**config.mk**
```make
export PLATFORM = sky130hd
export DESIGN_NAME = iter_shifter
export DESIGN_NICKNAME = d
export VERILOG_FILES = /design/src/rtl/iter_shifter.sv
export SDC_FILE = /design/constraint.sdc
export NUM_CORES = 1
export LEC_CHECK = 0
export ABC_CLOCK_PERIOD_IN_PS = 1400
export BUFFER_PORTS_ARGS = -buffer_cell sky130_fd_sc_hd__buf_2
export CAP_MARGIN = 20
export CORE_ASPECT_RATIO = 1.5
export CORE_MARGIN = 8
export CORE_UTILIZATION = 40
export CTS_BUF_LIST = sky130_fd_sc_hd__clkbuf_8 sky130_fd_sc_hd__clkbuf_16
export DETAILED_ROUTE_END_ITERATION = 6
export PLACE_DENSITY = 0.7
export REMOVE_ABC_BUFFERS = 1
export SYNTH_ARGS = -nofsm -noshare
export SYNTH_HDL_FRONTEND = slang
export SYNTH_SLANG_ARGS = --single-unit
```
**constraint.sdc**
```tcl
create_clock -name clk -period 1.4 [get_ports clk]
set_input_delay 0.28 -clock clk [delete_from_list [all_inputs] [get_ports clk]]
set_output_delay 0.28 -clock clk [all_outputs]
set_load 0.02 [all_outputs]
```
**src/rtl/iter_shifter.sv**
```systemverilog
// Iterative one-bit-per-cycle shifter/rotator with valid/ready handshakes.
// A request is latched in IDLE, shifted amt times in SHIFT, then held in DONE until taken.
module iter_shifter #(
    parameter int unsigned WIDTH = 8,
    parameter int unsigned SHW   = 3
) (
    input  logic             clk,
    input  logic             rst,
    input  logic             in_valid,
    output logic             in_ready,
    input  logic [WIDTH-1:0] data_in,
    input  logic [SHW-1:0]   amt,
    input  logic [2:0]       mode,
    output logic             out_valid,
    input  logic             out_ready,
    output logic [WIDTH-1:0] data_out,
    output logic             busy
);

    typedef enum logic [1:0] {
        IDLE  = 2'd0,
        SHIFT = 2'd1,
        DONE  = 2'd2
    } state_t;

    localparam logic [2:0]     M_SLL = 3'd0;
    localparam logic [2:0]     M_SRL = 3'd1;
    localparam logic [2:0]     M_SRA = 3'd2;
    localparam logic [2:0]     M_ROL = 3'd3;
    localparam logic [2:0]     M_ROR = 3'd4;
    localparam logic [SHW-1:0] CNT_ONE = SHW'(1);

    state_t           state_q;
    logic [WIDTH-1:0] work_q;
    logic [WIDTH-1:0] work_d;
    logic [SHW-1:0]   cnt_q;
    logic [2:0]       mode_q;
    logic             in_ready_q;
    logic             out_valid_q;
    logic             busy_q;

    // Single-bit step applied to the working register on every SHIFT cycle.
    always_comb begin
        work_d = work_q;
        case (mode_q)
            M_SLL:   work_d = {work_q[WIDTH-2:0], 1'b0};
            M_SRL:   work_d = {1'b0, work_q[WIDTH-1:1]};
            M_SRA:   work_d = {work_q[WIDTH-1], work_q[WIDTH-1:1]};
            M_ROL:   work_d = {work_q[WIDTH-2:0], work_q[WIDTH-1]};
            M_ROR:   work_d = {work_q[0], work_q[WIDTH-1:1]};
            default: work_d = work_q;
        endcase
    end

    // in_ready is registered so it stays low until the first edge after reset.
    always_ff @(posedge clk or posedge rst) begin
        if (rst) begin
            state_q     <= IDLE;
            work_q      <= '0;
            cnt_q       <= '0;
            mode_q      <= '0;
            in_ready_q  <= 1'b0;
            out_valid_q <= 1'b0;
            busy_q      <= 1'b0;
        end else begin
            case (state_q)
                IDLE: begin
                    in_ready_q <= 1'b1;
                    if (in_valid && in_ready_q) begin
                        work_q     <= data_in;
                        cnt_q      <= amt;
                        mode_q     <= mode;
                        in_ready_q <= 1'b0;
                        busy_q     <= 1'b1;
                        if ((amt != '0) && (mode <= M_ROR)) begin
                            state_q <= SHIFT;
                        end else begin
                            state_q     <= DONE;
                            out_valid_q <= 1'b1;
                        end
                    end
                end
                SHIFT: begin
                    work_q <= work_d;
                    cnt_q  <= cnt_q - CNT_ONE;
                    if (cnt_q == CNT_ONE) begin
                        state_q     <= DONE;
                        out_valid_q <= 1'b1;
                    end
                end
                DONE: begin
                    if (out_ready) begin
                        state_q     <= IDLE;
                        out_valid_q <= 1'b0;
                        busy_q      <= 1'b0;
                        in_ready_q  <= 1'b1;
                    end
                end
                default: begin
                    state_q     <= IDLE;
                    out_valid_q <= 1'b0;
                    busy_q      <= 1'b0;
                    in_ready_q  <= 1'b0;
                end
            endcase
        end
    end

    assign in_ready  = in_ready_q;
    assign out_valid = out_valid_q;
    assign busy      = busy_q;
    assign data_out  = work_q;

endmodule

```
* After elaboration in Yosys (flattened, before gate mapping) *
Index checks and enable logic that the tools add are counted.

word-level totals
  flip-flop bits (word level) = 19
  output and inout bits = 11
  logic and storage cells = 59

cells by class
  $add $sub $neg = 1
  magnitude comparators = 1
  equality and inequality tests = 14
  muxes and demuxes = 20
  bitwise gates (word level) = 1
  reduce and logical (&&, ||, !) cells = 14

operator list
  cell                   number
  $pmux W8 S5            1
  $pmux W8 S2            1
  $ne A2 B2 Y1 const B   5
  $pmux W1 S3            3
  $reduce_and A3 Y1      3
  $mux W2                4
  $mux W8                1
  $reduce_and A4 Y1      2
  $mux W1                7
  $eq A3 B1 Y1 const B   2
  $eq A3 B2 Y1 const B   2
  $ne A6 B1 Y1 const B   1
  $pmux W2 S3            1
  $pmux W3 S2            1
  $reduce_and A2 Y1      3
  $ne A5 B1 Y1 const B   1
  $eq A3 B3 Y1 const B   1
  $le A3 B3 Y1 const B   1
  $logic_not A3 Y1       1
  $mux W3                1
  $reduce_bool A3 Y1     1
  $sub A3 B1 Y3 const B  1
  $eq A2 B1 Y1 const B   1
  $eq A2 B2 Y1 const B   1
  4 further kinds        5

* Logic depth before layout (Yosys ltp) *
Gate-level depths: netlist of run 1.

  depth in word-level cells = 5
  mapped depth = 6
  mapped depth without buffers = 6

* Worst setup path before layout of run 1 *
OpenSTA, ideal clock, no wires.

  path kind = register to register
  from = reg mode_q[0]
  to = reg work_q[1] (netlist: data_out[1])
  arrival time = 1.317 ns
  path slack = -0.041 ns
  cell stages (with the launch flop) = 6
  buffers on the path = 1
  clock period less this slack = 1.441 ns
  cells stage by stage = dfrtp_1 > buf_6 > o211a_1 > nor3_4 > mux2i_1 > o21ai_1

on the way
  cells in the longest elaborated chain, start to end = 3

ends and longest elaborated chain
  item                                              RTL line  text
  from (decl)                                       37        logic [2:0] mode_q;
  from (signal assigned)                            72        mode_q <= mode;
  $eq A3 B3 Y1 (tied with other cells)              45        case (mode_q)
  $pmux W8 S5 or $ne A6 B1 Y1 (tied branches)       --
  $pmux W8 S2 or $reduce_and A3 Y1 (tied branches)  --
  to (signal assigned)                              70        work_q <= data_in;
  to (signal assigned)                              84        work_q <= work_d;
  to (decl)                                         34        logic [WIDTH-1:0] work_q;

Parallel ways exist; a longest one is shown, timed or not.
A chain may end at the register's enable or synchronous reset.

* Worst setup path after layout of run 1 *
  from = reg mode_q[0]
  to = reg work_q[4] (netlist: data_out[4])

Same word-level chain as after synthesis.

==> run metrics, run 1 <==
Min Hold Slack=about 0.031 ns; critical path class=reg -> reg; CTS tree=yes; Longest Clk Path Bufs=2; H-tree levels=1; # DRC=0; RSZ-0062 raised after global routing=true; Crit path arrival time=approximately 1.6 ns; Pre-antenna DRT Iters=4; core footprint=2680 sq um; flop-to-flop setup slack=-0.02 ns; Slew Viols, Final=0; Die Area=4770 sq um; Post-DP HPWL=~2.3 mm; Post-Syn Instances=114; Syn Area/Cell=9.78 sq um; max-cap viol count=0; cell row count=23; ANT cells=0; number of port buffers=28; Yosys cell types=33; fin crit share=102%; worst setup margin=-0.0229 ns; share of cells above drive strength 1=42.8%; crit path max fanout=6; post-DR wirelength/cell=around 15 um; synthesis-to-finish area growth=41.3%; clock root buffer=clkbuf_8; CP endpoint kind=flip-flop; failing checks=setup timing; outcome=finished with violations; WL final=3.07 mm; CP max stage cell=dfrtp_2; Die Width=between 50 and 60 um; Layout Skew=between 0.004 and 0.005 ns; delay of the slowest critical-path stage=about 0.43 ns; 1st-iter DRT viols=25; Vias=between 1000 and 1500; Worst-Margin Slew=about 0.45 ns; GRT Overall Usage=a little over an eighth; first-pass GRT wire length=between 4 and 5 mm; Worst-Skew Late Latency=roughly 0.26 ns; Die H=80.7 um; startpoint types=flip-flop; Post-Layout Cell Count=203; number of routed nets with antenna violations=0; fmax=between 0.7 and 0.8 GHz; worst vdd ir=approximately 1.5 mV; Setup-failing EPs final=6; CTS buffer count=3; Max-Slew Margin vs Limit=between 60% and 70%; initial core utilization=41.7%; CP cell instances=o211a_1 -> nor3_4 -> buf_12 -> mux2i_1 -> o21ai_1; Pwr Total=about 0.0041 W; LEAKAGE=0.770 nW; Final min period=roughly 1.4 ns; setup TNS=-0.0690 ns; final instance area=approximately 1600 sq um; final hold violation count=0; GP Congestion=approximately 0.81; Power Dens Cells=between 2000 and 3000 nW/um^2; vias per cell=a little over 5; Cell Area, Synth=1110 sq um; synth warn=0; gr ovfl total=0; initial antenna violation count=0; largest net degree at the start of global routing=20; critical path required time=1.54 ns; Placed Instances=~190; fin nets=approximately 190; Top Ports=29; worst min path class=in -> async; Clock Sinks=19; Area after DPL=between 1000 and 1500 sq um; Synth Register Bits=19; CTS clk-pin slew, worst paths=~0.07 ns; vias in the first global route=about 1100; post-synthesis sequential area ratio=between 40 and 50%
-- repair_timing --
item | 4_1_cts | 5_1_grt
pin swaps | 0 | 2
gates resized for setup | 4 | 18
gates cloned | 0 | 1
setup buffers | 4 | 2
endpoints found under the hold margin | 0 | 0
hold buffers | 0 | 0
endpoints found under the setup margin | 10 | 16
-- state kept, by name, summed over array words and instances (netlist names) --
register,cells
data_out,8
busy,1
mode_q,3
state_q,2
cnt_q,3
out_valid,1
in_ready,1
-- layer usage --
metal	global-route usage, %	vias to the layer above	wire, um
met3	3.51	5	176
met1	14.0	506	1210
met4	2.88	0	27
met2	24.2	24	1660
li1	-	511	-
met5	0	-	0
-- stage by stage --
| stage | util [%] | setup slack [ns] |
|---|---|---|
| CTS | 56.4 | -0.00446 |
| detailed placement | 53.0 | -0.0318 |
| floorplan | - | -0.453 |
| finish | 58.9 | -0.0229 |
| global placement | 53.0 | -0.00870 |
| global route | 58.9 | -0.113 |
-- final timing paths --
check                          start  depth (start not counted)           to
setup / recovery           mode_q[0]                          5  data_out[4]
hold / removal                   rst                          3     cnt_q[0]
setup reg to reg           mode_q[0]                          5  data_out[4]
hold reg to reg             cnt_q[1]                          1     cnt_q[1]
max in group asynchronous        rst                          3    mode_q[0]
min in group clk           out_ready                          2   state_q[1]
-- Yosys cell counts (all sizes together) --
master  instances  area share, %
dfrtp          19             43
mux2i          13             12
o21ai          13            5.8
a21oi          11            4.9
nand2           7            2.6
and2            6            3.4
inv             6            2.0
nor2            5            1.7
buf             4            2.4
mux2            4            4.0
nor3            3            2.4
o31ai           3            2.0
ha              2            2.2
nand2b          2            1.1
o22a            2            1.6
a211oi          1           0.67
a21boi          1           0.67
a31oi           1           0.56
and2b           1           0.67
clkbuf          1           0.34
nand3           1           0.90
nand4           1           0.56
nor2b           1           0.56
nor4bb          1           0.90
o211a           1           0.90
o311ai          1           0.79
or3             1           0.56
or4             1           0.67
xor2            1           0.79
-- area by class of cell --
type / instances / area (sq um)
fillers: 234 / 1100
clock inverters: 1 / 3.75
well taps: 37 / 46.3
flip-flops and latches: 19 / 479
inverters: 6 / 22.5
clock buffers: 3 / 41.3
multi-input cells: 84 / 633
repair buffers: 53 / 349
-- critical path: cells and delay by family (launching register included) --
family	cells	cell delay, ns
AOI/OAI and AO/OA	2	0.35
buffers and inverters	1	0.16
and+or+nand+nor	1	0.18
muxes	1	0.19
DFF	1	0.43
-- cells in the final DEF (no fill, tap or decap), types with 2 or more instances in the layout --
cell type / Yosys / layout
a21oi_1: 11 / 11
and2_1: 6 / 6
buf_2: 3 / 29
buf_4: 0 / 20
buf_6: 1 / 3
clkbuf_8: 0 / 3
dfrtp_1: 19 / 16
dfrtp_2: 0 / 3
ha_1: 2 / 2
inv_1: 6 / 7
mux2_4: 0 / 3
mux2i_1: 13 / 13
nand2_1: 6 / 6
nor2_1: 5 / 5
nor3_1: 2 / 2
o21ai_0: 7 / 3
o21ai_1: 6 / 9
o22a_1: 2 / 2
o31ai_1: 3 / 3
-- report_power, final --
group,leakage (nW),switching [W],total (W),internal [W]
clock,0.0269,0.000185,0.000380,0.000195
combinational,0.523,0.00125,0.00257,0.00132
sequential,0.219,0.000295,0.00114,0.000843
total,0.770,0.00173,0.00409,0.00236
-- cells by family after synthesis --
group / count (synthesis) / share of synthesized area (%)
AO/OA/AOI/OAI: 34 / 18.0
AND/OR/NAND/NOR: 30 / 15.9
flip-flops: 19 / 42.6
multiplexers: 17 / 15.7
buffers and inverters: 11 / 4.71
adder cells (fa/ha/maj): 2 / 2.24
XOR/XNOR: 1 / 0.786
(Power assumes the default switching activity.)
==> run 2: changes to the inputs <==
Settings changed: CTS_BUF_LIST sky130_fd_sc_hd__clkbuf_8 sky130_fd_sc_hd__clkbuf_16 to sky130_fd_sc_hd__clkbuf_16, SLEW_MARGIN set to 40.
==> run 2 against run 1 <==
  * The run still ends with setup timing left
  * Register-to-register slack about the same
  * Clock power increased by 54%
  * Cell count increased by 0.49%
  * Global-route usage increased by 0.64 points
  * First-iteration DRC count increased by 44%
  * Power increased by 7.1%
  * Setup slack got worse by 0.0024 ns
  * Critical endpoint is now data_out[3]
  * Largest cell class unchanged
  * Highest routed layer unchanged
==> run metrics, run 2 (synthesis gave the netlist of run 1 again) <==
Logic pwr share=60.1% (-2.8 points); Crit path arrival time=1.56 ns (about the same); LEAKAGE=0.790 nW (+2.6%); register area=480 sq um (+0.26%); Die Area=4770 sq um (unchanged); initial core utilization=41.7% (unchanged); Top Layer Used=met4; Final min period=1.43 ns (+0.00243 ns); fin nets=188 (+0.53%); CTS buffer count=3 (unchanged); depth of the worst register-to-register path=5 (unchanged); Clock Sinks=19 (unchanged); Pre-antenna DRT Iters=4 (unchanged); fmax=0.702 GHz (-0.17%); Top Ports=29 (unchanged); Setup-failing EPs final=9 (+3); synthesis-to-finish area growth=45.6%; Sw Share=41.2% (-1.1 points); clock root buffer=clkbuf_16; # DRC=0 (unchanged); Met3 Wirelength=201 um (+14%); worst r2r src=mode_q[0]; largest net degree at the start of global routing=20 (unchanged); initial antenna violation count=0 (unchanged); worst min path class=in -> async; number of routed nets with antenna violations=0 (unchanged); number of flip-flops in the largest register=8 (unchanged); Vias=1075 (+2.8%); instance count on the critical path=5 (unchanged); CP max stage cell=dfrtp_2; max-cap viol count=0 (unchanged); WL final=3.32 mm (+8.1%); vias in the first global route=1098 (+1.6%); flop-to-flop setup slack=-0.03 ns (about the same); clock power share=13.4% (+4.1 points); CTS tree=yes; gr ovfl total=0 (unchanged); leading cell type in the layout, fill and taps excluded=buf_2; Min Hold Slack=0.0363 ns (+0.00545 ns); multi-input logic area=638 sq um (+0.79%); share of cells above drive strength 1=44.3% (+1.5 points); met1 wire length=1.23 mm (+1.5%); P_int=0.00258 W (+9.2%); RSZ-0062 raised after global routing=true; CP delay by family, top=flip-flops; cell row count=23 (unchanged); worst slack at placement=-0.0318 ns (unchanged); critical path required time=1.54 ns (about the same); Reg power frac=26.5% (-1.3 points); Worst-Margin Slew=0.441 ns (-0.00438 ns); outcome=finished with violations; GRT Overall Usage=13.7% (+0.64 points); WL met2=1.84 mm (+11%); Die H=80.7 um (unchanged); first-pass GRT wire length=5.13 mm (+3.2%); most frequent cells in the layout=buf_2 (29), buf_4 (21), dfrtp_1 (15), mux2i_1 (13), a21oi_1 (11); core footprint=2680 sq um (unchanged); hold_buf cts=0 (unchanged); fin crit share=102% (+0.17 points); ANT cells=0 (unchanged); post-DR wirelength/cell=16.3 um (+7.6%); Pwr Total=0.00438 W (+7.1%); 1st-iter DRT viols=36 (+44%); worst setup margin=-0.0253 ns (-0.00243 ns); final hold violation count=0 (unchanged); Post-DP HPWL=2.28 mm (unchanged); crit path max fanout=6 (unchanged); failing checks=setup timing; Max-Slew Margin vs Limit=70.1% (+0.30 points); CP cell instances=o211a_1 -> nor3_4 -> buf_12 -> mux2i_1 -> o21ai_1; Power Dens Cells=2700 nW/um^2 (+3.9%); number of port buffers=28 (unchanged); setup TNS=-0.145 ns (-0.0761 ns); CTS clk-pin slew, worst paths=0.05 ns (-0.02 ns); vias per cell=5.27 (+2.3%); H-tree levels=1 (unchanged); Layout Skew=0.00477 ns (-0.000168 ns); Longest Clk Path Bufs=2 (unchanged); fill count=232 (-0.85%); GP Congestion=0.811 (unchanged); delay of the slowest critical-path stage=0.43 ns (about the same); critical path class=reg -> reg; Slew Viols, Final=0 (unchanged); sum of buffers and inverters on the critical path=1 (unchanged); CP endpoint kind=flip-flop; worst vdd ir=1.28 mV (-14%); reg2reg end=data_out[3]; Die Width=59.1 um (unchanged); Sw Pwr=0.00181 W (+4.2%); startpoint types=flip-flop; Worst-Skew Late Latency=0.26 ns (about the same)
[run 2: worst min-delay path: cells and delay by family]
| kind | cells | cell delay [ns] |
|---|---|---|
| buffers and inverters | 3 | 0.39 |
[run 2: repair_timing]
action | in CTS | in global routing
buffers inserted | 4 | 3
gates cloned | 0 | 1
pin swaps | 0 | 2
endpoints found under the setup margin | 10 | 16
resized for setup | 4 | 20
[run 2: worst max-delay path by stage]
| stage | from | to | slack [ns] |
|---|---|---|---|
| floorplan | state_q[1] | mode_q[0] | -0.45 |
| global placement | mode_q[0] | data_out[7] | -0.009 |
| detailed placement | mode_q[0] | data_out[3] | -0.03 |
| CTS | mode_q[0] | data_out[3] | -0.002 |
| global route | mode_q[0] | data_out[4] | -0.13 |
| finish | mode_q[0] | data_out[3] | -0.03 |
[run 2: area by class of cell]
class | count | share of cell area (%)
clock buffer | 3 | 4.63
clock inverter | 1 | 0.231
inverter | 6 | 1.39
multi-input combinational | 84 | 39.3
sequential | 19 | 29.6
tap | 37 | 2.85
timing repair buffer | 54 | 22.0
[run 2: routing by layer]
layer | global-route usage [%] | up-vias
li1 | - | 514
met1 | 13.7 | 526
met2 | 25.9 | 30
met3 | 3.51 | 5
met4 | 4.81 | 0
met5 | 0 | -
[run 2: per-stage QoR]
stage,instance area (sq um),util [%],std cells
2_1_floorplan,1080,-,109
3_3_place_gp,1420,53.0,192
3_5_place_dp,1420,53.0,192
4_1_cts,1540,57.7,200
5_1_grt,1620,60.6,204
6_report,1620,60.6,204
[run 2: power by group through the flow]
stage	Sequential (W)	Clock [W]	Combinational, W
floorplan	0.00134	0	0.00111
global placement	0.00110	0	0.00219
detailed placement	0.00112	0	0.00226
CTS	0.00111	0.000593	0.00240
global route	0.00120	0.000607	0.00288
finish	0.00116	0.000587	0.00263
==> run 3: changes to the inputs <==
Settings changed: ABC_AREA set to 1, GPL_ROUTABILITY_DRIVEN set to 0.
==> run 3 against run 2 <==
  * The flow now finishes without violations
  * Flip-flop and latch count did not move
  * Global-route usage fell by 1.1 points
  * Utilization fell by 6.9 points
  * Largest cell class unchanged
  * Highest routed layer unchanged
  * Hold slack about the same
  * Register-to-register slack better by 0.09 ns
  * Largest power group unchanged
==> run metrics, run 3 <==
core footprint=2650 sq um (-1.1%); top-count cell post-synth=nand2_1; Slew Viols, Final=0 (unchanged); Pwr Total=0.00367 W (-16%); fill count=271 (+17%); Max-Slew Margin vs Limit=81.9% (+12 points); number of routed nets with antenna violations=0 (unchanged); initial antenna violation count=0 (unchanged); multi-input logic area=552 sq um (-14%); largest net degree at the start of global routing=20 (unchanged); worst vdd ir=1.40 mV (+9.5%); Min Hold Slack=0.0361 ns (-0.000222 ns); RSZ-0062 raised after global routing=true; Layout Skew=0.00667 ns (+0.00190 ns); fin nets=208 (+11%); startpoint types=flip-flop; number of flip-flops in the largest register=8 (unchanged); Pre-antenna DRT Iters=4 (unchanged); ANT cells=0 (unchanged); number of port buffers=28 (unchanged); critical path class=reg -> reg; Setup-failing EPs final=0 (-9); Yosys cell types=23 (-30%); Syn Area/Cell=7.30 sq um (-25%); CP cell instances=inv_2 -> nand2_4 -> clkinv_4 -> nand2_4 -> o21ai_4 -> buf_12 -> nor2_1 -> nand2_1 -> nand2_1; # DRC=0 (unchanged); Async SR Flop Fraction=100% (unchanged); flop-to-flop setup slack=0.07 ns (+0.09 ns); CP max stage cell=dfrtp_2; post-DR wirelength/cell=12.4 um (-24%); H-tree levels=1 (unchanged); commonest cells in the netlist=nand2_1 (45), nor2_1 (25), dfrtp_1 (19), nand3_1 (19), inv_1 (12); clock root buffer=clkbuf_16; final hold violation count=0 (unchanged); leading cell type in the layout, fill and taps excluded=nand2_1; CTS tree=yes; max-cap viol count=0 (unchanged); fmax=0.750 GHz (+6.9%); Post-DP HPWL=2.13 mm (-6.4%); outcome=complete, no violations; Die Width=58.9 um (-0.41%); Die H=80.3 um (-0.45%); Cell Area, Synth=1100 sq um (-1.1%); CP endpoint kind=flip-flop; Crit path arrival time=1.47 ns (-0.09 ns); post-synthesis sequential area ratio=43.1% (+0.48 points); Post-Syn Instances=151 (+32%); EDFF count, synth=0 (unchanged); initial core utilization=41.6% (about the same); cell row count=23 (unchanged); ys flop type=dfrtp_1; CTS clk-pin slew, worst paths=0.06 ns (about the same); synthesis-to-finish area growth=29.1%; gr ovfl total=0 (unchanged); vias per cell=4.85 (-7.9%); Synth Register Bits=19 (unchanged); first-pass GRT wire length=4.69 mm (-8.7%); fin crit share=95.3% (-6.5 points); post-synth top area cell=dfrtp_1; Top Ports=29 (unchanged); critical path required time=1.54 ns (about the same); worst min path class=in -> async; Worst-Skew Late Latency=0.25 ns (about the same); most frequent cells in the layout=nand2_1 (44), buf_2 (28), nor2_1 (25), nand3_1 (19), dfrtp_1 (17); crit path max fanout=14 (+8); Clock Sinks=19 (unchanged); 1st-iter DRT viols=29 (-19%); share of cells above drive strength 1=27.3% (-17 points); LEAKAGE=0.760 nW (-3.8%); Worst-Margin Slew=0.269 ns (-0.172 ns); GRT Overall Usage=12.6% (-1.1 points); Vias=1087 (+1.1%); dominant cells by area after synthesis=dfrtp_1 (43%), nand2_1 (15%), nand3_1 (8.6%); top cell type's share of synthesized area=43.1% (+0.48 points); WL final=2.78 mm (-16%); Longest Clk Path Bufs=2 (unchanged); synth warn=0 (unchanged); register area=478 sq um (-0.52%); CTS buffer count=3 (unchanged); delay of the slowest critical-path stage=0.44 ns (about the same); Final min period=1.33 ns (-0.0916 ns); vias in the first global route=1095 (-0.27%); Die Area=4730 sq um (-0.86%); Power Dens Cells=2580 nW/um^2 (-4.5%)
[run 3: stage by stage]
stage | cell area [sq um] | cells | TNS (ns) | utilization, % | setup slack (ns)
2_1_floorplan | 1080 | 148 | 0 | - | 0.0454
3_3_place_gp | 1310 | 219 | 0 | 49.6 | 0.126
3_5_place_dp | 1310 | 219 | 0 | 49.6 | 0.0331
4_1_cts | 1390 | 223 | 0 | 52.6 | 0.00572
5_1_grt | 1420 | 224 | -0.0486 | 53.7 | -0.0201
6_report | 1420 | 224 | 0 | 53.7 | 0.0663
[run 3: area by class of cell]
class,instances,area share (%)
multi-input cells,114,38.8
repair buffers,35,14.4
clock buffers,3,5.28
well taps,37,3.25
clock inverters,1,0.352
inverters,15,4.31
flip-flops and latches,19,33.6
[run 3: worst paths after layout]
kind                             from     endpoint  cells after the start
hold reg to reg             out_valid    out_valid                      2
max in group asynchronous         rst   state_q[0]                      3
setup reg to reg           state_q[1]  data_out[6]                      9
hold / removal                    rst         busy                      3
min in group clk              mode[0]    mode_q[0]                      3
setup / recovery           state_q[1]  data_out[6]                      9
[run 3: timing repair]
item	in CTS	in global routing
setup buffers	0	1
resized for setup	0	4
endpoints found under the setup margin	0	7
hold buffers	0	0
[run 3: kinds of logic after synthesis]
family | Yosys count | synth area share [%]
buffers and inverters | 18 | 7.49
adders and majority gates | 2 | 2.27
DFF | 19 | 43.1
and+or+nand+nor | 95 | 37.1
xor gates and xnor gates | 1 | 0.795
AOI/OAI and AO/OA | 16 | 9.20
[run 3: worst max-delay path: cells and delay by family (launching register included)]
kind	cells	cell delay, ns
AND/OR/NAND/NOR	5	0.28
flip-flops	1	0.44
buffers and inverters	3	0.32
AO/OA/AOI/OAI	1	0.17
[run 3: power by group]
part	switching (W)	leakage, nW	total, W	internal (W)
Sequential	0.000247	0.223	0.00108	0.000837
Clock	0.000208	0.0409	0.000591	0.000383
Combinational	0.00124	0.496	0.00199	0.000752
[run 3: routing by layer]
metal  vias up  track usage (%)  wire [um]  part of all wire (%)
met2        29             22.4       1470                    53
li1        554                -          -                     -
met5         -                0          0                     0
met4         0             5.05         25                  0.90
met3         4             3.67        188                   6.8
met1       500             13.3       1090                    39
